## src/rtl/trng_seq_ctrl.sv

```systemverilog
// trng_seq_ctrl
//   Sequencer and register front-end for the ring-oscillator TRNG.
//   The block gates the oscillator bank and paces sampling of its raw bit.
//   It throws away warm-up samples and runs a repetition-count health test.
//   It packs accepted bits into bytes and queues them in a small FIFO.
//   The CPU reads the queued bytes through 8-bit registers.
//
// Ports
//   clk, rst_n   : clock, asynchronous active-low reset
//   address      : register select (0 CTRL, 1 STATUS, 2 DATA, 3 RCT_LIMIT)
//   data_write   : write strobe, data_in valid
//   data_in      : write data
//   data_read    : one-cycle read strobe; a read of DATA pops the FIFO
//   data_out     : read data, combinational on address
//   entropy_bit  : raw sampled oscillator bit
//   ro_enable    : oscillator bank enable
//   byte_ready   : high while the FIFO holds at least one byte
module trng_seq_ctrl #(
  parameter int FIFO_DEPTH  = 4,
  parameter int WARMUP_BITS = 32,
  parameter int RCT_RESET   = 16
) (
  input  logic       clk,
  input  logic       rst_n,
  input  logic [3:0] address,
  input  logic       data_write,
  input  logic [7:0] data_in,
  input  logic       data_read,
  output logic [7:0] data_out,
  input  logic       entropy_bit,
  output logic       ro_enable,
  output logic       byte_ready
);

  localparam int PTR_W  = $clog2(FIFO_DEPTH);
  localparam int LVL_W  = PTR_W + 1;
  localparam int WARM_W = $clog2(WARMUP_BITS + 1);

  typedef enum logic [1:0] {
    ST_IDLE,
    ST_WARMUP,
    ST_COLLECT,
    ST_FAIL
  } state_e;

  state_e             state_q, state_d;
  logic               enable_q, enable_d;
  logic [3:0]         div_q, div_d;
  logic [7:0]         rct_limit_q, rct_limit_d;
  logic [7:0]         presc_q, presc_d;
  logic [WARM_W-1:0]  warm_cnt_q, warm_cnt_d;
  logic [2:0]         bit_cnt_q, bit_cnt_d;
  logic [7:0]         shift_q, shift_d;
  logic               last_bit_q, last_bit_d;
  logic [7:0]         run_q, run_d;
  logic               health_fail_q, health_fail_d;
  logic [7:0]         fifo_mem_q [FIFO_DEPTH];
  logic [7:0]         fifo_mem_d [FIFO_DEPTH];
  logic [PTR_W-1:0]   wr_ptr_q, wr_ptr_d;
  logic [PTR_W-1:0]   rd_ptr_q, rd_ptr_d;
  logic [LVL_W-1:0]   level_q, level_d;

  logic       ctrl_wr, rct_wr, fifo_clear;
  logic       pop, push, full, strobe, accept;
  logic [7:0] run_next;
  logic       rct_hit;
  logic [2:0] level_field;

  assign ctrl_wr    = data_write && (address == 4'h0);
  assign rct_wr     = data_write && (address == 4'h3);
  assign fifo_clear = ctrl_wr && data_in[1];
  assign full       = (level_q == LVL_W'(FIFO_DEPTH));
  assign pop        = data_read && (address == 4'h2) && (level_q != '0);
  assign ro_enable  = (state_q == ST_WARMUP) || (state_q == ST_COLLECT);
  assign byte_ready = (level_q != '0);

  // The ">=" keeps the prescaler from running away to 255 if div is
  // lowered while the count is already past the new value.
  assign strobe = ro_enable && (presc_q >= {4'h0, div_q});

  // Prescaler only runs while the oscillators are on, so every enable
  // starts sampling from a fresh count.
  always_comb begin
    presc_d = presc_q;
    if (!ro_enable || strobe) begin
      presc_d = 8'h00;
    end else begin
      presc_d = presc_q + 8'd1;
    end
  end

  // Repetition-count update for the sample on entropy_bit this cycle.
  // A zero run count marks "no previous bit" right after entering warm-up.
  always_comb begin
    run_next = 8'd1;
    if ((run_q != 8'd0) && (entropy_bit == last_bit_q)) begin
      run_next = (run_q == 8'hFF) ? run_q : run_q + 8'd1;
    end
    rct_hit = (run_next >= rct_limit_q);
  end

  // Sequencer, byte assembly, register writes and FIFO bookkeeping.
  // A full FIFO blocks sampling unless a pop frees a slot in the same cycle.
  always_comb begin
    state_d       = state_q;
    enable_d      = enable_q;
    div_d         = div_q;
    rct_limit_d   = rct_limit_q;
    warm_cnt_d    = warm_cnt_q;
    bit_cnt_d     = bit_cnt_q;
    shift_d       = shift_q;
    last_bit_d    = last_bit_q;
    run_d         = run_q;
    health_fail_d = health_fail_q;
    fifo_mem_d    = fifo_mem_q;
    wr_ptr_d      = wr_ptr_q;
    rd_ptr_d      = rd_ptr_q;
    level_d       = level_q;
    push          = 1'b0;
    accept        = 1'b0;

    case (state_q)
      ST_WARMUP: begin
        if (strobe) begin
          last_bit_d = entropy_bit;
          run_d      = run_next;
          if (rct_hit) begin
            state_d       = ST_FAIL;
            health_fail_d = 1'b1;
          end else if (warm_cnt_q == WARM_W'(WARMUP_BITS - 1)) begin
            state_d    = ST_COLLECT;
            warm_cnt_d = '0;
            bit_cnt_d  = 3'd0;
          end else begin
            warm_cnt_d = warm_cnt_q + WARM_W'(1);
          end
        end
      end
      ST_COLLECT: begin
        accept = strobe && (!full || pop);
        if (accept) begin
          last_bit_d = entropy_bit;
          run_d      = run_next;
          if (rct_hit) begin
            state_d       = ST_FAIL;
            health_fail_d = 1'b1;
          end else begin
            shift_d   = {entropy_bit, shift_q[7:1]};
            bit_cnt_d = bit_cnt_q + 3'd1;
            push      = (bit_cnt_q == 3'd7);
          end
        end
      end
      default: ;
    endcase

    if (ctrl_wr) begin
      enable_d = data_in[0];
      div_d    = data_in[7:4];
      if (!data_in[0]) begin
        state_d       = ST_IDLE;
        health_fail_d = 1'b0;
        warm_cnt_d    = '0;
        bit_cnt_d     = 3'd0;
        shift_d       = 8'h00;
        push          = 1'b0;
      end else if (state_q == ST_IDLE) begin
        state_d    = ST_WARMUP;
        warm_cnt_d = '0;
        bit_cnt_d  = 3'd0;
        run_d      = 8'd0;
        last_bit_d = 1'b0;
      end
    end

    // A limit below 2 would fail on every single sample.
    if (rct_wr) begin
      rct_limit_d = (data_in < 8'd2) ? 8'd2 : data_in;
    end

    // Clear wins over a same-cycle push and pop.
    if (fifo_clear) begin
      wr_ptr_d = '0;
      rd_ptr_d = '0;
      level_d  = '0;
    end else begin
      if (push) begin
        fifo_mem_d[wr_ptr_q] = shift_d;
        wr_ptr_d             = wr_ptr_q + PTR_W'(1);
      end
      if (pop) begin
        rd_ptr_d = rd_ptr_q + PTR_W'(1);
      end
      if (push && !pop) begin
        level_d = level_q + LVL_W'(1);
      end else if (pop && !push) begin
        level_d = level_q - LVL_W'(1);
      end
    end
  end

  // State and register flops.
  always_ff @(posedge clk or negedge rst_n) begin
    if (!rst_n) begin
      state_q       <= ST_IDLE;
      enable_q      <= 1'b0;
      div_q         <= 4'h0;
      rct_limit_q   <= 8'(RCT_RESET);
      presc_q       <= 8'h00;
      warm_cnt_q    <= '0;
      bit_cnt_q     <= 3'd0;
      shift_q       <= 8'h00;
      last_bit_q    <= 1'b0;
      run_q         <= 8'd0;
      health_fail_q <= 1'b0;
      wr_ptr_q      <= '0;
      rd_ptr_q      <= '0;
      level_q       <= '0;
      for (int i = 0; i < FIFO_DEPTH; i++) begin
        fifo_mem_q[i] <= 8'h00;
      end
    end else begin
      state_q       <= state_d;
      enable_q      <= enable_d;
      div_q         <= div_d;
      rct_limit_q   <= rct_limit_d;
      presc_q       <= presc_d;
      warm_cnt_q    <= warm_cnt_d;
      bit_cnt_q     <= bit_cnt_d;
      shift_q       <= shift_d;
      last_bit_q    <= last_bit_d;
      run_q         <= run_d;
      health_fail_q <= health_fail_d;
      wr_ptr_q      <= wr_ptr_d;
      rd_ptr_q      <= rd_ptr_d;
      level_q       <= level_d;
      fifo_mem_q    <= fifo_mem_d;
    end
  end

  // STATUS exposes three level bits; with an 8-deep FIFO a full level
  // reads as 0 here and the full flag carries the information.
  assign level_field = 3'(level_q);

  // Register read mux; fifo_clear always reads back as 0.
  always_comb begin
    data_out = 8'h00;
    case (address)
      4'h0: data_out = {div_q, 3'b000, enable_q};
      4'h1: data_out = {1'b0, level_field, 1'b0, health_fail_q, full, byte_ready};
      4'h2: data_out = byte_ready ? fifo_mem_q[rd_ptr_q] : 8'h00;
      4'h3: data_out = rct_limit_q;
      default: data_out = 8'h00;
    endcase
  end

endmodule

```

## config.mk

```make
export PLATFORM = sky130hd
export DESIGN_NAME = trng_seq_ctrl
export DESIGN_NICKNAME = d
export VERILOG_FILES = /design/src/rtl/trng_seq_ctrl.sv
export SDC_FILE = /design/constraint.sdc
export NUM_CORES = 1
export LEC_CHECK = 0
export ABC_CLOCK_PERIOD_IN_PS = 8900
export CORE_AREA = 2 2 103 105
export DETAILED_ROUTE_END_ITERATION = 10
export DIE_AREA = 0 0 105 107
export PLACE_DENSITY = 0.67
export SLEW_MARGIN = 10
export SYNTH_ARGS = -nofsm -noshare
export SYNTH_HDL_FRONTEND = slang
export SYNTH_SLANG_ARGS = --single-unit
```

## constraint.sdc

```tcl
create_clock -name clk -period 8.9 [get_ports clk]
set_clock_uncertainty 0.05 [all_clocks]
set_input_delay 2.67 -clock clk [delete_from_list [all_inputs] [get_ports clk]]
set_output_delay 2.67 -clock clk [all_outputs]
set_load 0.02 [all_outputs]
```

==> flow_summary_export.csv <==
group,metric,value,unit
die,dieWidth,105,um
synth,ys_dominant_reg_cell,"dfrtp_1",
synth,synthCells,448,
global_routing,grt_pass1_wl,17700,um
route,dr.pass1.iters,4,
synth,yosysTopAreaCellShare,44.5,%
power_and_ir_drop,switching_power,0.279,mW
run_status,outcome,"finished, final reports clean",
timing,hold_viol_final,0,
timing,fin_tns_setup,0,ps
finish,diodes,0,
die,coreArea,10100,um2
synth,synth_cell_types,70,
setup_path,crit_required,6180,ps
power_and_ir_drop,ir_drop,0.0000697,V
die,initial_core_util,48.5,%
clock_tree,clockBufferDepth,2,
finish,design_area,5450,um2
setup_path,crit_start,"address[1]",
route,drc_errors,0,
synth,async_flop_share,100,%
timing,tightest_slew,1010,ps
synth,syn_area_per_cell,10.9,um2
clock_tree,clk_pin_slew_worst_paths,90,ps
timing,min_period,7840,ps
placement,portBuffers,26,
power_and_ir_drop,p_int,0.598,mW
clock_tree,ctsHoldBuffers,0,
finish,nets,518,
global_routing,grtUsageTotal,20.2,%
timing,fin_crit_sh,88.0,%
synth,yosys-top-cells-area,"dfrtp_1, mux2_2, ha_1, mux4_2, o21ai_0",
synth,yosysTopAreaCell,"dfrtp_1",
clock_tree,clock_latency,360,ps
synth,yosys-top-cells-count,"dfrtp_1, nor2_1, nand2_1",
placement,preCtsSetupSlack,1070,ps
synth,synth-warning-count,0,
global_routing,met3_usage,3.77,%
clock_tree,cts-root-buf,"clkbuf_8",
global_routing,grt-ovfl-total,0,
finish,drive_gt1_share,16.9,%
global_routing,grt_max_degree,53,
die,chipHeight,107,um
placement,dp.cells,599,
global_routing,grt_use_met1,25.9,%
setup_path,worst_path_most_repeated_cell,"clkdlybuf4s50_1",
clock_tree,cts_buffers,9,
global_routing,antenna_found_initial,0,
power_and_ir_drop,p_leak,2.42,nW
global_routing,top_usage_layer,"met2",
die,fp-row-count,37,
clock_tree,h-tree-depth,3,
finish,areaGrowthSynthToFinish,11.4,%
synth,synth_area,4890,um2
timing,rsz0062_at_grt,"false",
die,dieArea,11200,um2
setup_path,slowest_delay,780,ps
timing,relSlewSlack,32.0,%
global_routing,globalRouteMet2Util,34.3,%
route,ant_nets,0,
timing,fin_hold_ws,445,ps
timing,final-max-slew-violation-count,0,
setup_path,r2r_start,"run_q[0]",
finish,n_fill_cell,899,
power_and_ir_drop,power_frac_seq,51.3,%
worst_hold_path,worstHoldStart,"fifo_mem_q[16]",
synth,synth_edf_count,0,
synth,yosysMostFrequentCell,"dfrtp_1",
setup_path,path_cells,"clkdlybuf4s50_1, nand2_1, nor3_1, a22oi_1, nor2_1, clkdlybuf4s50_1",
setup_path,path_max_fanout,16,
timing,finalSetupViolations,0,
job,max-cap-violations,0,
placement,hpwl,7790,um
route,vias_per_cell,5.58,
clock_tree,cts_tree,"yes",
placement,placed_cell_area,5280,um2
setup_path,cp-end-kind,"output pin",
setup_path,cp.arrival,5120,ps
clock_tree,cts_resized,0,
global_routing,grt_pass1_vias,3517,
route,vias,3426,
die,ios,27,
placement,place.gp.congestion,0.850,
setup_path,cp-start-kind,"primary input",
route,drtIter0Drc,204,
route,routedWlPerCell,17.3,um
power_and_ir_drop,clockPowerShare,28.4,%
power_and_ir_drop,power_density,161,nW/um2
power_and_ir_drop,comb_power_share,20.3,%
setup_path,worstSetupPathType,"in2out",
clock_tree,post_cts_buffers,0,
route,wirelength,10600,um
synth,synth_seq_cells,88,
timing,fmax,128,MHz
worst_hold_path,hold_class,"reg2reg",
power_and_ir_drop,swShare,31.8,%
synth,ys_seq_area_share,45.0,%
clock_tree,clkSinkCount,88,
finish,instances_no_fill,614,
setup_path,critPathSlowestCell,"clkdlybuf4s50_1",
timing,fin_ws,1060,ps
-- area by class of cell --
class	count	area, um2	area share, %
Inverter	25	93.8	1.72
Multi-Input combinational cell	321	2530	46.5
Sequential cell	88	2200	40.4
Timing Repair Buffer	29	280	5.14
Clock buffer	9	124	2.27
Clock inverter	6	45.0	0.827
Tap cell	136	170	3.12
-- flip-flops by register name (all words and copies together) (netlist names) --
| name | cells |
|---|---|
| state_q | 2 |
| enable_q | 1 |
| warm_cnt_q | 6 |
| rct_limit_q | 8 |
| wr_ptr_q | 2 |
| bit_cnt_q | 3 |
| shift_q | 7 |
| level_field | 3 |
| last_bit_q | 1 |
| run_q | 8 |
| rd_ptr_q | 2 |
| div_q | 4 |
| fifo_mem_q | 32 |
| health_fail_q | 1 |
| presc_q | 8 |
-- cell families (layout without fill, tap and decap cells) --
kind of cell | after synthesis | count (layout) | share of synthesized area, %
AOI/OAI and AO/OA | 95 | 95 | 13.6
xor gates and xnor gates | 8 | 8 | 1.43
adders and majority gates | 27 | 27 | 7.06
buffers and inverters | 41 | 69 | 3.38
DFF | 88 | 88 | 45.0
muxes | 52 | 52 | 13.6
other | 1 | 3 | 0.0767
and+or+nand+nor | 136 | 136 | 15.9
-- placed cells by master, fill, tap and decap left out, types with 2 or more instances in the layout --
cell             synthesis  layout
mux2_1                   4       4
nor3_1                  11      11
or3_1                    3       3
mux2_2                  30      30
a32o_1                   2       2
inv_6                    0       2
nor3b_1                  5       5
nor2_1                  37      37
nand3_4                  4       4
nor4_1                   3       3
clkbuf_8                 0       9
o21a_1                   5       5
buf_4                    2       4
a21o_2                   2       2
or4_1                    3       3
clkdlybuf4s50_1          0      25
a22oi_1                  6       6
mux2i_1                 10      10
and3_1                   8       8
nand3_1                 11      11
a22o_1                   6       6
ha_1                    26      26
nand4_1                  3       3
inv_1                   25      25
conb_1                   1       3
o21ai_0                 30      30
mux4_2                   8       8
a21oi_1                 15      15
dfrtp_1                 87      87
nand2_1                 32      32
or2_2                    2       2
xnor2_1                  5       5
xor2_1                   3       3
clkinvlp_4               0       3
o22ai_1                  3       3
a31oi_1                  4       4
a211oi_1                 4       4
-- critical path: cells and delay by family --
family / cells / cell delay, ps
simple gates: 3 / 840
compound gates: 1 / 200
buf+inv: 2 / 1390
-- final timing paths --
check                                      end  slack [ps]  depth (start not counted)
worst min register to register  fifo_mem_q[16]         440                          1
worst max register to register  level_field[2]        4200                         14
min in group asynchronous             run_q[7]        2210                          1
worst min-delay path            fifo_mem_q[16]         440                          1
max in group asynchronous          wr_ptr_q[0]        5560                          2
worst max-delay path               data_out[1]        1060                          6
-- power groups by stage --
stage	registers (mW)	clock network (mW)	logic, mW
floorplan	0.446	0	0.124
global placement	0.456	0	0.175
detailed placement	0.456	0	0.179
CTS	0.449	0.259	0.180
global route	0.452	0.274	0.201
finish	0.449	0.249	0.178
-- through the flow --
stage,power (mW),util (%)
6_report,0.876,54.0
4_1_cts,0.887,54.0
3_3_place_gp,0.631,52.3
3_5_place_dp,0.635,52.3
2_1_floorplan,0.570,-
5_1_grt,0.927,54.0
-- routing by layer --
layer  up-vias  wire length [um]  part of all wire (%)
met2        42              5290                    50
met3        10               331                   3.1
li1       1681                 -                     -
met4         0               165                   1.6
met1      1693              4850                    46
met5         -                 0                     0
Power figures use the tool's default switching activity.
